### src/rtl/reg_file.sv
// RISC-V integer register file: 32 x DWIDTH, two combinational read ports, one synchronous write port.
// Optional write-to-read bypass enabled by defining REGFILE_BYPASS_EN.
module reg_file #(
    parameter int unsigned DWIDTH = 32,
    parameter int unsigned AWIDTH = 5
) (
    input  logic              clk,
    input  logic              rst,
    input  logic              we,
    input  logic [AWIDTH-1:0] ra1,
    input  logic [AWIDTH-1:0] ra2,
    input  logic [AWIDTH-1:0] wa,
    input  logic [DWIDTH-1:0] wd,
    output logic [DWIDTH-1:0] rd1,
    output logic [DWIDTH-1:0] rd2
);

    localparam int unsigned NREG = 2 ** AWIDTH;

    // x0 has no storage; the array starts at x1
    logic [DWIDTH-1:0] regs_q [1:NREG-1];
    logic [DWIDTH-1:0] regs_d [1:NREG-1];
    logic              wr_en;

    assign wr_en = we && (wa != '0);

    // Writeback update; writes to x0 are dropped by wr_en
    always_comb begin
        regs_d = regs_q;
        if (wr_en) begin
            regs_d[wa] = wd;
        end
    end

    // Synchronous reset has priority over a coincident write
    always_ff @(posedge clk) begin
        if (rst) begin
            for (int i = 1; i < NREG; i++) begin
                regs_q[i] <= '0;
            end
        end else begin
            regs_q <= regs_d;
        end
    end

    always_comb begin
        rd1 = '0;
        rd2 = '0;
        if (ra1 != '0) begin
            rd1 = regs_q[ra1];
        end
        if (ra2 != '0) begin
            rd2 = regs_q[ra2];
        end
`ifdef REGFILE_BYPASS_EN
        // Forward the in-flight writeback value to a matching reader
        if (!rst && wr_en && (wa == ra1)) begin
            rd1 = wd;
        end
        if (!rst && wr_en && (wa == ra2)) begin
            rd2 = wd;
        end
`endif
    end

endmodule

### config.mk
export PLATFORM = sky130hd
export DESIGN_NAME = reg_file
export DESIGN_NICKNAME = d
export VERILOG_FILES = /design/src/rtl/reg_file.sv
export SDC_FILE = /design/constraint.sdc
export NUM_CORES = 2
export LEC_CHECK = 0
export ABC_CLOCK_PERIOD_IN_PS = 2100
export BUFFER_PORTS_ARGS = -buffer_cell sky130_fd_sc_hd__buf_2
export CAP_MARGIN = 10
export CORE_MARGIN = 1
export CORE_UTILIZATION = 50
export DETAILED_ROUTE_END_ITERATION = 16
export GPL_TIMING_DRIVEN = 0
export MAX_ROUTING_LAYER = met4
export PLACE_DENSITY_LB_ADDON = 0.05
export SYNTH_ARGS = -nofsm -noshare
export SYNTH_HDL_FRONTEND = slang
export SYNTH_SLANG_ARGS = --single-unit
### constraint.sdc
create_clock -name clk -period 2.1 [get_ports clk]
set_input_delay 0.21 -clock clk [delete_from_list [all_inputs] [get_ports clk]]
set_output_delay 0.21 -clock clk [all_outputs]
set_load 0.05 [all_outputs]
==> qor.yml <==
fin_nets: 6223
critPathMaxFanout: 3
drv_slew: 0
relSlewSlack_pct: 11.60
core.rowCount: 115
die_y_um: 318.7
slowest_stage: "mux4_2"
drv_cap: 0
worst_slew_pin_slew_ns: 1.326
crit_required_ns: 1.89
path_cells: "mux4_2 -> a22oi_2 -> nand4_1 -> buf_6"
finalNonFillerCells: 7558
start_kind: "flip-flop"
tns_ns: -30.37
violations: "negative setup slack"
ys_seq_area_share_pct: 39.61
area_growth_pct: 18.56
path_delay_family: "multiplexers"
grt.overflow.total: 0
synthArstFlopShare_pct: 0
grt_max_degree: 15
top_regs: "regs_q (992)"
design.core.area_sq_um: 98850
synth_edf_count: 0
grt_usage_pct: 48.54
crit_buf_inv: 1
yosys_warnings: 0
wl_per_cell_um: 32.42
powerDensity_nw_per_um2: 741.6
die-area_sq_um: 101500
synth_seq_cells: 992
grt_pass1_vias: 45770
max_clock_freq_ghz: 0.3471
port_buffers: 106
setup_violations: 96
fin_skew_ns: 0
cts_buffers: 105
firstDrtPassIters: 8
synth.distinct_cells: 38
clk_latency_ns: 0.73
cts.clk_slew.worst_paths_ns: 0.07
syn_area_per_cell_sq_um: 8.503
netlist_instances: 5896
grt_antenna_before_repair: 9
cts_tree: "done"
fin_util_pct: 60.13
synth_area_sq_um: 50130
hold_path_class: "in -> reg"
totalWireLength_um: 245100
syn-num-nets: 5946
path_class: "reg -> out"
clockRootBuffer: "clkbuf_16"
fin_ws_ns: -0.7808
drt-initial-drc-count: 7065
max-clock-path-buffers: 3
status: "complete, but fails checks"
place_inst: 7312
start_util_pct: 50.72
cpPeakStageDelay_ns: 0.50
final_antenna_net_count: 0
ctsHtreeMaxLevel: 3
gp_congestion: 1.107
drive_above_1_share_pct: 22.36
yosys_most_used_dff: "dfxtp_1"
drc_errors: 0
via_per_inst: 6.436
rsz0062_at_grt: "yes"
num_io_pins: 114
top_register: "regs_q"
crit_arrival_ns: 2.67
cts.sinks: 992
grt_pass1_wl_um: 337700
n_fill_cell: 8818
largest_reg_flops: 992
critPathCaptureType: "output pin"
die_w_um: 318.7
vias: 48640
hold_viol_final: 0
finalCriticalPeriod_ns: 2.881
hpwl_um: 196300
vdd_drop_max_mv: 0.7503
final-seq-area_sq_um: 20050
fin_crit_sh_pct: 137.2
multiInputGateArea_sq_um: 29450
power.leakage_nw: 20.04
power breakdown:
group / internal (mW) / leakage [nW] / switching [mW] / total [mW]
clock: 11.0 / 1.72 / 8.53 / 19.6
sequential: 19.0 / 8.07 / 0.145 / 19.1
combinational: 1.58 / 10.2 / 3.84 / 5.42
path summary, 6_finish.rpt:
kind,cells after the start,start,end,slack [ns]
worst max-delay path,4,regs_q[316]$_SDFFE_PP0P_,rd1[28],-0.78
worst min-delay path,5,wa[2],regs_q[767]$_SDFFE_PP0P_,0.22
worst max register to register,2,regs_q[310]$_SDFFE_PP0P_,regs_q[310]$_SDFFE_PP0P_,1.25
worst min register to register,2,regs_q[769]$_SDFFE_PP0P_,regs_q[769]$_SDFFE_PP0P_,0.47
kinds of logic after synthesis:
logic type | after synthesis | synth area share, %
compound gates | 1294 | 14.28
buf+inv | 596 | 5.515
flops | 992 | 39.61
mux | 700 | 22.30
simple gates | 2314 | 18.30
what timing repair did:
item / in CTS / in global routing
setup endpoints to repair: 64 / 72
endpoints found under the hold margin: 32 / 0
pin swaps: 53 / 50
buffers inserted: 11 / 0
resized for setup: 615 / 165
hold buffers: 32 / 0
per-layer routing:
layer  vias to the layer above  GRT usage, %  wire length, um
li1                      21150             -                -
met1                     23450         58.40            91250
met2                      3290         69.19           103900
met3                       752         15.27            30550
met4                         0         33.06            19320
met5                         -             -                0
per-stage QoR:
| step | hold slack (ns) | instance area [sq um] | power (mW) | setup slack [ns] |
|---|---|---|---|---|
| after CTS | 0.1544 | 58930 | 43.61 | -0.6303 |
| final | 0.2200 | 59440 | 44.08 | -0.7808 |
| after global routing | 0.2331 | 59420 | 44.69 | -0.7178 |
| after floorplan | 0.3460 | 50490 | 22.15 | -0.01787 |
| after global placement | 0.4505 | 52630 | 24.07 | -2.103 |
| after detailed placement | 0.4591 | 52830 | 24.13 | -1.590 |
final cells by class:
class | count | share of cell area (%)
Sequential cell | 992 | 33.72
Inverter | 1 | 0.01263
Timing Repair Buffer | 172 | 2.488
Antenna cell | 14 | 0.05894
Tap cell | 1287 | 2.709
Clock buffer | 151 | 5.168
Buffer | 593 | 5.538
Multi-Input combinational cell | 4308 | 49.54
Clock inverter | 40 | 0.7557
Yosys cell counts, types with 10 or more instances:
cell type / n / area share, %
nor3_1: 40 / 0.40
buf_2: 167 / 1.7
mux2i_1: 280 / 5.6
clkbuf_1: 356 / 2.7
mux2_2: 96 / 2.2
buf_6: 15 / 0.34
nand3_1: 49 / 0.49
mux4_2: 324 / 15
a2111oi_0: 32 / 0.56
nor2_1: 81 / 0.61
a21oi_1: 1006 / 10
or3_1: 25 / 0.31
buf_4: 55 / 0.82
nor2_2: 10 / 0.12
a22oi_1: 128 / 1.9
dfxtp_1: 992 / 40
nand4_1: 25 / 0.31
nand2_1: 2030 / 15
a221oi_1: 32 / 0.56
o22ai_1: 96 / 1.2
tightest hold or removal path: cells and delay by family:
kind                   cells  cell delay, ns
and+or+nand+nor            3            0.41
buffers and inverters      1            0.21
AOI/OAI and AO/OA          1            0.05
placed cells by master, fill, tap and decap left out, types with 47 or more instances in the layout:
| cell type | synthesis | routed |
|---|---|---|
| nand2_1 | 2030 | 2029 |
| dfxtp_1 | 992 | 843 |
| buf_6 | 15 | 118 |
| mux2_2 | 96 | 49 |
| a22oi_2 | 0 | 48 |
| clkbuf_1 | 356 | 327 |
| clkbuf_16 | 0 | 106 |
| a22oi_1 | 128 | 80 |
| mux2i_1 | 280 | 280 |
| buf_2 | 167 | 173 |
| buf_4 | 55 | 72 |
| nor2_1 | 81 | 59 |
| mux2_4 | 0 | 47 |
| o22ai_1 | 96 | 55 |
| dfxtp_2 | 0 | 149 |
| nand3_1 | 49 | 47 |
| mux4_2 | 324 | 324 |
| a21oi_1 | 1006 | 1006 |
Power figures use the tool's default switching activity.
